[src/rtl/interp_sample_window.sv]
// ============================================================================
// Module   : interp_sample_window
// Purpose  : Sliding window of the DEPTH most recent samples feeding the
//            A/B/C interpolation coefficient stage. Index 0 is the newest.
//            Optional macro INTERP_WIN_STATS_EN adds a consumed-window counter.
// Revision : 1.0  initial release
// ============================================================================
`default_nettype none

module interp_sample_window #(
    parameter int WIDTH = 32,
    parameter int DEPTH = 8
) (
    input  logic                            clock,
    input  logic                            reset,
    input  logic [WIDTH-1:0]                in_data,
    input  logic                            in_valid,
    output logic                            in_ready,
    input  logic                            flush,
    output logic [DEPTH-1:0][WIDTH-1:0]     data_buffer,
    output logic                            win_valid,
    input  logic                            win_ready,
    output logic [3:0]                      fill_count
`ifdef INTERP_WIN_STATS_EN
    ,
    output logic [15:0]                     win_count
`endif
);

    typedef enum logic [1:0] {
        S_FILL       = 2'd0,
        S_FULL_IDLE  = 2'd1,
        S_FULL_VALID = 2'd2
    } state_t;

    localparam logic [3:0] c_depth = 4'(DEPTH);

    state_t                         r_state;
    state_t                         w_state_next;
    logic [DEPTH-1:0][WIDTH-1:0]    r_buf;
    logic [3:0]                     r_count;
    logic [3:0]                     w_count_next;
    logic                           r_win_valid;
    logic                           w_win_valid_next;
    logic                           w_in_ready;
    logic                           w_accept;
    logic                           w_shift;
    logic                           w_clear;

    // A full window blocks new input until downstream takes it.
    assign w_in_ready = !flush && (!r_win_valid || win_ready);
    assign w_accept   = in_valid && w_in_ready;

    always_ff @(posedge clock or posedge reset) begin
        if (reset) begin
            r_state     <= S_FILL;
            r_count     <= 4'd0;
            r_win_valid <= 1'b0;
        end else begin
            r_state     <= w_state_next;
            r_count     <= w_count_next;
            r_win_valid <= w_win_valid_next;
        end
    end

    always_comb begin
        w_state_next     = r_state;
        w_count_next     = r_count;
        w_win_valid_next = r_win_valid;
        w_shift          = 1'b0;
        w_clear          = 1'b0;
        if (flush) begin
            w_clear          = 1'b1;
            w_state_next     = S_FILL;
            w_count_next     = 4'd0;
            w_win_valid_next = 1'b0;
        end else begin
            case (r_state)
                S_FILL: begin
                    if (w_accept) begin
                        w_shift = 1'b1;
                        if (r_count >= c_depth - 4'd1) begin
                            w_count_next     = c_depth;
                            w_state_next     = S_FULL_VALID;
                            w_win_valid_next = 1'b1;
                        end else begin
                            w_count_next = r_count + 4'd1;
                        end
                    end
                end
                S_FULL_IDLE: begin
                    if (w_accept) begin
                        w_shift          = 1'b1;
                        w_state_next     = S_FULL_VALID;
                        w_win_valid_next = 1'b1;
                    end
                end
                S_FULL_VALID: begin
                    if (win_ready) begin
                        if (w_accept) begin
                            w_shift = 1'b1;
                        end else begin
                            w_state_next     = S_FULL_IDLE;
                            w_win_valid_next = 1'b0;
                        end
                    end
                end
                default: begin
                    w_state_next     = S_FILL;
                    w_count_next     = 4'd0;
                    w_win_valid_next = 1'b0;
                end
            endcase
        end
    end

    always_ff @(posedge clock or posedge reset) begin
        if (reset) begin
            r_buf <= '0;
        end else if (w_clear) begin
            r_buf <= '0;
        end else if (w_shift) begin
            r_buf <= {r_buf[DEPTH-2:0], in_data};
        end
    end

`ifdef INTERP_WIN_STATS_EN
    logic [15:0] r_win_count;

    // Counts consumed windows; survives flush, wraps naturally at 16 bits.
    always_ff @(posedge clock or posedge reset) begin
        if (reset) begin
            r_win_count <= 16'd0;
        end else if (r_win_valid && win_ready) begin
            r_win_count <= r_win_count + 16'd1;
        end
    end

    assign win_count = r_win_count;
`endif

    assign in_ready    = w_in_ready;
    assign data_buffer = r_buf;
    assign win_valid   = r_win_valid;
    assign fill_count  = r_count;

endmodule

`default_nettype wire
[config.mk]
export PLATFORM = sky130hd
export DESIGN_NAME = interp_sample_window
export DESIGN_NICKNAME = d
export VERILOG_FILES = /design/src/rtl/interp_sample_window.sv
export SDC_FILE = /design/constraint.sdc
export NUM_CORES = 1
export LEC_CHECK = 0
export CAP_MARGIN = 20
export CORE_MARGIN = 1.5
export CORE_UTILIZATION = 48
export DETAILED_ROUTE_END_ITERATION = 16
export PLACE_DENSITY = 0.8
export SETUP_SLACK_MARGIN = 0.3
export SLEW_MARGIN = 25
export SYNTH_ARGS = -nofsm -noshare
export SYNTH_HDL_FRONTEND = slang
export SYNTH_SLANG_ARGS = --single-unit
export TNS_END_PERCENT = 20
[constraint.sdc]
create_clock -name clock -period 11.8 [get_ports clock]
set_input_delay 2.36 -clock clock [delete_from_list [all_inputs] [get_ports clock]]
set_output_delay 2.36 -clock clock [all_outputs]
set_load 0.05 [all_outputs]
==> metrics.md, run 1 <==
| Metric | Value |
|---|---|
| Status | `completed` |
| Slew @ Worst Pin | `1.048 ns` |
| Post-synth top area share | `0.6128` |
| RSZ-0062 raised after global routing | `no` |
| Worst slack, placed | `5.429 ns` |
| H-tree levels | `1` |
| Core Box Area | `0.02189 sq mm` |
| Antenna violations before repair | `0` |
| Hold Vio Cnt, Final | `0` |
| CP max-delay cell | `clkdlybuf4s50_1` |
| R2R cell count | `8` |
| Drt total wl | `28.66 mm` |
| Area Growth Syn to Fin | `36.66%` |
| FP Rows | `54` |
| Ys Warns | `0` |
| Register area share after synthesis | `0.6128` |
| Setup Fix Bufs, Post-CTS | `0` |
| Post-synth top cells | `nand2_1 (513), dfrtp_1 (263), a21oi_1 (171)` |
| CP Cell Sequence | `clkdlybuf4s50_1, nor2b_1, nor2_1, clkdlybuf4s50_1` |
| Syn_nets | `1210` |
| Initial Util | `0.4906` |
| Most used cell, CP | `clkdlybuf4s50_1` |
| Global Route Usage Sum | `0.2416` |
| Register area | `0.006581 sq mm` |
| Synth Register Bits | `263` |
| Critical Path Start Type | `input pin` |
| Pwr/cell area | `142.0 mW/mm^2` |
| Hold endpoint | `data_buffer[59]` |
| Gate power share | `0.132` |
| Critical path type | `in -> out` |
| Peak VDD IR | `0.09742 mV` |
| DR DRC count | `0` |
| Sequential share of power | `0.454` |
| CTS buffer count | `28` |
| HPWL after DPL | `18.22 mm` |
| Reg-to-reg setup timing slack | `8.35 ns` |
| Root Buffer Master | `clkbuf_16` |
| Worst Path Required | `9.44 ns` |
| Hold crit path type | `reg -> reg` |
| Final ANT Viol Nets | `0` |
| Worst-path clk slew | `0.06 ns` |
| Largest net degree at the start of global routing | `158` |
| Crit-path leading delay family | `buffers and inverters` |
| Final Critical Period | `6.369 ns` |
| Max-capacitance violation count | `0` |
| Syn Inst Count | `1168` |
| WL per Instance | `16.68 um` |
| # fillers | `1766` |
| Int Power | `1512 uW` |
| Die X-Extent | `152.6 um` |
| First-pass GRT wire length | `46.44 mm` |
| Routed vias | `9002` |
| Leak pwr | `0.006437 uW` |
| Slew Limit Fails | `0` |
| Top FF cell, synth | `dfrtp_1` |
| Ant diodes | `0` |
| Initial drt markers | `676` |
| Post-synth EDFFs | `0` |
| Period utilisation layout | `0.5397` |
| Element type at the critical path end | `output port` |
| Synth area leader | `dfrtp_1` |
| Post-cts gate resize count | `0` |
| Port Buffers | `298` |
| Vias per cell | `5.240` |
| Die Height | `152.6 um` |
| Hold Startpoint | `data_buffer[27]` |
| Max Buffers Root-to-Sink | `3` |
| Crit path from | `win_ready` |
| Reg-to-reg endpoint | `data_buffer[213]` |
| Setup TNS | `0 ns` |
| Clock Skew | `0.01627 ns` |
| CP max FO | `5` |
| CTS tree | `done` |
| Psw | `572.2 uW` |
| Mapped Avg Cell Area | `9.195 sq um` |
| # IOs | `299` |
| Relative slew slack | `0.3015` |
| Synth area leaders | `dfrtp_1 (61%), nand2_1 (18%), a21oi_1 (8.0%)` |
| Routability Congestion | `0.7806` |
| Most common cell in the netlist | `nand2_1` |
| Distinct cell type count after synthesis | `31` |
| Synthesized area | `0.01074 sq mm` |
| Total power | `2085 uW` |
| Max frequency | `0.1570 GHz` |
| Fraction of layout cells with a size suffix above 1 | `0.04103` |
| Global route overflow | `0` |
| Worst setup margin | `5.431 ns` |
| Die area | `0.02328 sq mm` |
| Number of global-route vias before repair | `8534` |
| CP arrival | `4.01 ns` |
| Setup violators final | `0` |
| Final nets | `1460` |
| Worst skew pair latency | `0.53 ns` |
| Fraction of registers with async set/reset | `1.000` |
| Area taken by multi-input logic gates | `0.003736 sq mm` |
| Sw frac | `0.2745` |
| CP bufs+invs | `2` |
| Crit-path max cell delay | `0.73 ns` |
| Drt pass-1 iters | `5` |
| Hold Path Cell Cnt | `2` |
| CTS Hold Bufs | `0` |
| Clock sink count | `263` |
| RR Startpoint | `r_state[1]` |
| Clk pwr share | `0.414` |
## cell usage in the layout (no fill, tap or decap), drive strengths merged
cell type	instances
inv	9
nor2	5
a2111oi	1
ha	5
clkbuf	42
mux2	1
clkinv	8
bufinv	1
nand2b	2
a211o	1
a21o	1
a211oi	1
clkdlybuf4s50	297
a21oi	171
a41oi	1
and3	1
nand4	1
a311o	1
nand2	513
a31o	1
nor3	2
nor2b	2
o21bai	1
nand3b	89
nor4	2
buf	8
o21ai	4
nand3	2
or4	1
or4b	1
dfrtp	263
## power by group through the flow
stage / Clock, uW / Combinational, uW / Sequential, uW
after floorplan: 0 / 112 / 1040
after global placement: 0 / 275 / 962
after detailed placement: 0 / 277 / 963
after CTS: 882 / 277 / 947
after global routing: 917 / 296 / 950
final: 862 / 276 / 947
## worst min-delay path, cell delays in order (launching register included)
cell and delay [ns]:
dfrtp_1 0.36, nand2_1 0.06, nand2_1 0.05
## kinds of logic after synthesis
kind of cell    count (synthesis)  synth area share
mux                             1          0.001048
compound gates                183           0.08784
flops                         263            0.6128
fa+ha+maj                       5          0.005825
buf+inv                        95           0.04054
simple gates                  621            0.2520
## through the flow
step	cells	cell area (sq um)	hold WS [ns]	utilization
6_report	1718	14680	0.4940	0.6705
5_1_grt	1718	14680	0.5163	0.6705
4_1_cts	1718	14670	0.4941	0.6700
3_5_place_dp	1668	13750	0.4811	0.6283
3_3_place_gp	1668	13750	0.4730	0.6283
2_1_floorplan	1168	10740	0.5387	-
## worst max-delay path by stage
stage                           to  slack, ns  cells past startpoint
floorplan           data_buffer[0]       2.20                      1
detailed placement        in_ready       5.43                      4
CTS                       in_ready       5.43                      4
global route              in_ready       5.34                      4
finish                    in_ready       5.43                      4
global placement          in_ready       5.45                      4
## registers in the layout, summed over array words and instances (netlist names)
register     flops
r_state          2
fill_count       4
win_valid        1
data_buffer    256
## cell type report
cell class / count / area share
sequential: 263 / 0.4484
multi-input combinational: 810 / 0.2545
timing repair buffer: 306 / 0.2081
clock buffer: 41 / 0.05728
tap: 280 / 0.02387
clock inverter: 9 / 0.005029
inverter: 9 / 0.002813
## metal layers
metal | share of wire | routed length (um) | up-vias | global-route usage
met4 | 0.037 | 1073 | 0 | 0.08883
met1 | 0.43 | 12250 | 4345 | 0.3354
met2 | 0.47 | 13400 | 318 | 0.3745
met5 | 0 | 0 | - | 0
met3 | 0.068 | 1946 | 69 | 0.05347
li1 | - | - | 4270 | -
(Power assumes the default switching activity.)
==> run 2, diff against run 1 <==
CORE_UTILIZATION = 43   (was 48)
PLACE_DENSITY = 0.76   (was 0.8)
clock period = 5.7 ns   (was 11.8 ns; I/O delays follow)
==> run 2 against run 1 <==
Register-to-register slack lost 5.6 ns; sequential power grew 110%; clock skew shrank 0.0080 ns; largest power group unchanged.
==> metrics.md, run 2 (synthesis gave the netlist of run 1 again) <==
| Metric | Value |
|---|---|
| Routability Congestion | `0.8046 (+3.1%)` |
| Status | `completed` |
| Die X-Extent | `161.0 um (+5.5%)` |
| Max-capacitance violation count | `0 (unchanged)` |
| Commonest non-fill, non-tap cell in the layout | `nand2_1` |
| Die Height | `161.0 um (+5.5%)` |
| Sw frac | `0.2710 (-0.003447)` |
| Drt pass-1 iters | `5 (unchanged)` |
| Psw | `1182 uW (+110%)` |
| Relative slew slack | `0.4311 (+0.1296)` |
| Clock sink count | `263 (unchanged)` |
| Slew Limit Fails | `0 (unchanged)` |
| # IOs | `299 (unchanged)` |
| Initial drt markers | `731 (+8.1%)` |
| CP arrival | `2.81 ns (-1.20 ns)` |
| Final non-filler cell area | `0.01483 sq mm (+1.1%)` |
| Setup TNS | `0 ns (unchanged)` |
| Critical path type | `in -> out` |
| Initial Util | `0.4403 (-0.05029)` |
| Critical Path Start Type | `input pin` |
| Sequential share of power | `0.450 (-0.004)` |
| Dpl cell area | `0.01387 sq mm (+0.88%)` |
| Hold Vio Cnt, Final | `0 (unchanged)` |
| Pwr/cell area | `293.9 mW/mm^2 (+110%)` |
| Die area | `0.02593 sq mm (+11%)` |
| Most frequent cells in the layout | `nand2_1 (513), clkdlybuf4s50_1 (297), dfrtp_1 (263)` |
| FP Rows | `57 (+5.6%)` |
| Vias per cell | `5.037 (-3.9%)` |
| Peak VDD IR | `0.1918 mV (+97%)` |
| Fin cells | `1764 (+2.7%)` |
| Setup violators final | `0 (unchanged)` |
| Drt total wl | `28.72 mm (+0.20%)` |
| Leak pwr | `0.006470 uW (+0.51%)` |
| Final core utilization | `0.6082 (-0.06231)` |
| Setup Fix Bufs, Post-CTS | `0 (unchanged)` |
| HPWL after DPL | `18.16 mm (-0.35%)` |
| CTS Hold Bufs | `0 (unchanged)` |
| Area Growth Syn to Fin | `38.12%` |
| Largest net degree at the start of global routing | `257 (+63%)` |
| Root Buffer Master | `clkbuf_16` |
| Routed vias | `8886 (-1.3%)` |
| Gate power share | `0.134 (+0.002)` |
| Fraction of layout cells with a size suffix above 1 | `0.04097 (-0.00005699)` |
| Cell total after placement | `1713 (+2.7%)` |
| CTS tree | `done` |
| Antenna violations before repair | `0 (unchanged)` |
| Global route overflow | `0 (unchanged)` |
| CP max FO | `5 (unchanged)` |
| H-tree levels | `1 (unchanged)` |
| Hold crit path type | `reg -> reg` |
| Int Power | `3178 uW (+110%)` |
| Number of global-route vias before repair | `8454 (-0.94%)` |
| Worst skew pair latency | `0.53 ns (about the same)` |
| Post-cts gate resize count | `0 (unchanged)` |
| Period utilisation layout | `0.6937` |
| Final nets | `1462 (+0.14%)` |
| DR DRC count | `0 (unchanged)` |
| RSZ-0062 raised after global routing | `no` |
| Ant diodes | `0 (unchanged)` |
| Global Route Usage Sum | `0.2159 (-0.02574)` |
| # fillers | `2110 (+19%)` |
| Core Box Area | `0.02439 sq mm (+11%)` |
| Port Buffers | `298 (unchanged)` |
| Final Critical Period | `3.954 ns` |
| Max reg flops | `256 (unchanged)` |
| Clk pwr share | `0.416 (+0.002)` |
| Max frequency | `0.2529 GHz` |
| Worst Path Required | `4.56 ns (-4.88 ns)` |
| Element type at the critical path end | `output port` |
| Max Buffers Root-to-Sink | `3 (unchanged)` |
| Worst-path clk slew | `0.06 ns (about the same)` |
| First-pass GRT wire length | `45.83 mm (-1.3%)` |
| CTS buffer count | `28 (unchanged)` |
| Final ANT Viol Nets | `0 (unchanged)` |
| WL per Instance | `16.28 um (-2.4%)` |
| Clock Skew | `0.008307 ns (-0.007963 ns)` |
| Slew @ Worst Pin | `0.8533 ns (-0.1944 ns)` |
run 2: changes by cell type in the layout (fill, tap and decap cells not counted), moves of 2 or more:
cell / change
buf_12: +5
buf_4: -3
clkbuf_1: +2
clkbuf_8: -2
clkinv_2: -2
run 2: cell type report:
cell class | count | area [sq um] | share of cell area
clock buffers | 42 | 834.6 | 0.05626
clock inverters | 8 | 93.84 | 0.006326
inverters | 9 | 37.54 | 0.002530
multi-input cells | 810 | 3736 | 0.2519
flip-flops and latches | 263 | 6581 | 0.4437
well taps | 324 | 405.4 | 0.02733
repair buffers | 308 | 3146 | 0.2120
run 2: per-stage QoR:
| step | setup WS [ns] | power [uW] | hold WS (ns) |
|---|---|---|---|
| floorplan | 1.090 | 2388 | 0.5387 |
| global placement | 1.816 | 2571 | 0.4757 |
| detailed placement | 1.811 | 2575 | 0.4788 |
| CTS | 1.797 | 4402 | 0.5013 |
| global route | 1.671 | 4527 | 0.5308 |
| finish | 1.746 | 4359 | 0.4990 |
run 2: path summary, 6_finish.rpt:
| kind | from | end | slack [ns] | cells after the start |
|---|---|---|---|---|
| setup / recovery | win_ready | in_ready | 1.75 | 4 |
| hold / removal | data_buffer[218] | data_buffer[250] | 0.50 | 2 |
| setup reg to reg | r_state[0] | data_buffer[48] | 2.77 | 7 |
| hold reg to reg | data_buffer[218] | data_buffer[250] | 0.50 | 2 |
| max in group asynchronous | reset | data_buffer[60] | 3.89 | 3 |
| min in group asynchronous | reset | data_buffer[141] | 1.20 | 3 |
run 2: worst max-delay path, stage by stage:
cell	delay [ns]
clkdlybuf4s50_1	0.45
nor2b_1	0.42
nor2_1	0.08
clkdlybuf4s50_1	0.72
run 2: power by group through the flow:
stage               Sequential, uW  Clock [uW]  Combinational (uW)
floorplan                     2160           0                 231
global route                  1970        1940                 624
detailed placement            1990           0                 582
finish                        1960        1820                 583
CTS                           1960        1860                 583
global placement              1990           0                 579
run 2: layer usage:
layer | global-route usage | routed length, um | share of wire
met2 | 0.3305 | 13160 | 0.46
met5 | 0 | 0 | 0
met1 | 0.3077 | 12740 | 0.44
met3 | 0.04391 | 1941 | 0.068
met4 | 0.07407 | 876 | 0.031
==> run 3, diff against run 2 <==
CORE_UTILIZATION = 48   (was 43)
PLACE_DENSITY = 0.8   (was 0.76)
clock period = 4 ns   (was 5.7 ns; I/O delays follow)
==> run 3 against run 2 <==
Clock-buffer cell count decreased by 1; non-clock buffer count increased by 9; via count increased by 1.6%; register-to-register slack got worse by 1.2 ns; final cell count decreased by 1.9%; hold slack got worse by 0.010 ns; sequential cell count unchanged; critical endpoint unchanged.
==> metrics.md, run 3 (synthesis gave the netlist of run 1 again) <==
| Metric | Value |
|---|---|
| RSZ-0062 raised after global routing | `no` |
| CP arrival | `2.43 ns (-0.38 ns)` |
| H-tree levels | `1 (unchanged)` |
| Most used cell, CP | `clkdlybuf4s50_1` |
| CTS Hold Bufs | `0 (unchanged)` |
| Ant diodes | `0 (unchanged)` |
| Root Buffer Master | `clkbuf_16` |
| CTS tree | `done` |
| Hold crit path type | `reg -> reg` |
| Sequential share of power | `0.452 (+0.002)` |
| Gate power share | `0.138 (+0.004)` |
| Clk pwr share | `0.409 (-0.007)` |
| Commonest non-fill, non-tap cell in the layout | `nand2_1` |
| Status | `completed` |
| Drt pass-1 iters | `5 (unchanged)` |
| Setup violators final | `0 (unchanged)` |
| Number of global-route vias before repair | `8622 (+2.0%)` |
| Hold Vio Cnt, Final | `0 (unchanged)` |
| Port Buffers | `298 (unchanged)` |
| Max Buffers Root-to-Sink | `3 (unchanged)` |
| Int Power | `4493 uW (+41%)` |
| CP max-delay cell | `clkdlybuf4s50_1` |
| Slew Limit Fails | `0 (unchanged)` |
| Peak VDD IR | `0.3579 mV (+87%)` |
| Critical path type | `in -> out` |
| Crit-path max cell delay | `0.71 ns (about the same)` |
| DR DRC count | `0 (unchanged)` |
| Routed vias | `9024 (+1.6%)` |
| Clock sink count | `263 (unchanged)` |
| Sw frac | `0.2728 (+0.001752)` |
| Critical path depth in cells | `4 (unchanged)` |
| Core Box Area | `0.02189 sq mm (-10%)` |
| Fraction of layout cells with a size suffix above 1 | `0.04621 (+0.005235)` |
| Routability Congestion | `0.8224 (+2.2%)` |
| Critical Path Start Type | `input pin` |
| Final Critical Period | `3.230 ns` |
| Max-capacitance violation count | `0 (unchanged)` |
| Largest net degree at the start of global routing | `264 (+2.7%)` |
| Initial Util | `0.4906 (+0.05029)` |
| # IOs | `299 (unchanged)` |
| Final non-filler cell area | `0.01488 sq mm (+0.31%)` |
| Cell total after placement | `1677 (-2.1%)` |
| FP Rows | `54 (-5.3%)` |
| Clock Skew | `0.009227 ns (+0.0009200 ns)` |
| Setup TNS | `0 ns (unchanged)` |
| HPWL after DPL | `18.33 mm (+0.94%)` |
| Max reg flops | `256 (unchanged)` |
| WL per Instance | `16.65 um (+2.3%)` |
| Worst Path Required | `3.20 ns (-1.36 ns)` |
| Max frequency | `0.3096 GHz` |
| Final ANT Viol Nets | `0 (unchanged)` |
| Global route overflow | `0 (unchanged)` |
| Post-cts gate resize count | `0 (unchanged)` |
| Antenna violations before repair | `0 (unchanged)` |
| CP max FO | `5 (unchanged)` |
| Pwr/cell area | `415.2 mW/mm^2 (+41%)` |
| Setup Fix Bufs, Post-CTS | `0 (unchanged)` |
| R2R cell count | `7 (unchanged)` |
| Worst-path clk slew | `0.06 ns (about the same)` |
| First-pass GRT wire length | `46.91 mm (+2.4%)` |
| Relative slew slack | `0.5664 (+0.1353)` |
| Drt total wl | `28.81 mm (+0.32%)` |
| Slew @ Worst Pin | `0.6504 ns (-0.2029 ns)` |
| Initial drt markers | `586 (-20%)` |
| Worst skew pair latency | `0.52 ns (about the same)` |
| CP bufs+invs | `2 (unchanged)` |
| Crit-path leading delay family | `buffers and inverters` |
| Vias per cell | `5.216 (+3.5%)` |
| Die X-Extent | `152.6 um (-5.3%)` |
| Global Route Usage Sum | `0.2436 (+0.02774)` |
| Element type at the critical path end | `output port` |
| Hold Path Cell Cnt | `2 (unchanged)` |
| Final nets | `1472 (+0.68%)` |
| Fin cells | `1730 (-1.9%)` |
| Dpl cell area | `0.01393 sq mm (+0.40%)` |
| Area Growth Syn to Fin | `38.55%` |
| Psw | `1685 uW (+43%)` |
| Leak pwr | `0.006517 uW (+0.74%)` |
| Die Height | `152.6 um (-5.3%)` |
| Worst hold slack | `0.4890 ns (-0.009996 ns)` |
| CTS buffer count | `29 (+3.6%)` |
| Period utilisation layout | `0.8076` |
| Most frequent cells in the layout | `nand2_1 (513), clkdlybuf4s50_1 (297), dfrtp_1 (263)` |
| CP Cell Sequence | `clkdlybuf4s50_1, nor2b_1, nor2_1, clkdlybuf4s50_1` |
| Die area | `0.02328 sq mm (-10%)` |
## run 3: cell count changes in the layout (fill, tap and decap cells not counted)
cell        previous run  this run
buf_12                 5        10
clkbuf_8               6         3
clkinvlp_4             1         2
clkinv_2               5         7
buf_6                  2         1
clkbuf_1               7         9
buf_4                  3         8
inv_6                  1         0
## run 3: power groups by stage
stage	Sequential (uW)	Clock [uW]	Combinational, uW
finish	2800	2530	854
CTS	2790	2580	854
global route	2800	2690	916
global placement	2840	0	846
floorplan	3070	0	330
detailed placement	2840	0	851
## run 3: routing by layer
layer  part of all wire  vias up  global-route usage
met5                  0        -                   0
li1                   -     4312                   -
met2               0.47      321              0.3814
met1               0.43     4345              0.3423
met3              0.071       46             0.05404
met4              0.024        0             0.07234
## run 3: stage by stage
step	util	total power (uW)	worst slack [ns]
2_1_floorplan	-	3403	-0.2695
3_3_place_gp	0.6363	3682	0.8059
3_5_place_dp	0.6363	3692	0.7695
4_1_cts	0.6776	6230	0.7749
5_1_grt	0.6798	6409	0.6748
6_report	0.6798	6178	0.7698
## run 3: cell type report
class / instances / area (sq um)
clock inverters: 10 / 102.6
repair buffers: 317 / 3272
flip-flops and latches: 263 / 6581
well taps: 280 / 350.3
multi-input cells: 810 / 3736
inverters: 9 / 37.54
clock buffers: 41 / 800.8
fillers: 1714 / 7010
## run 3: worst reg2reg max path: cells and delay by family, from the launching register on
kind | cells | cell delay (ns)
flip-flops | 1 | 0.39
adder cells (fa/ha/maj) | 1 | 0.26
buffers and inverters | 2 | 0.42
AO/OA/AOI/OAI | 2 | 0.65
AND/OR/NAND/NOR | 2 | 0.65
## run 3: path summary, 6_finish.rpt
kind	start	endpoint	slack, ns
min in group asynchronous	reset	data_buffer[8]	0.61
min	data_buffer[164]	data_buffer[196]	0.49
max in group asynchronous	reset	data_buffer[12]	2.58
min reg2reg	data_buffer[164]	data_buffer[196]	0.49
max	win_ready	in_ready	0.77
max reg2reg	r_state[0]	data_buffer[47]	1.55
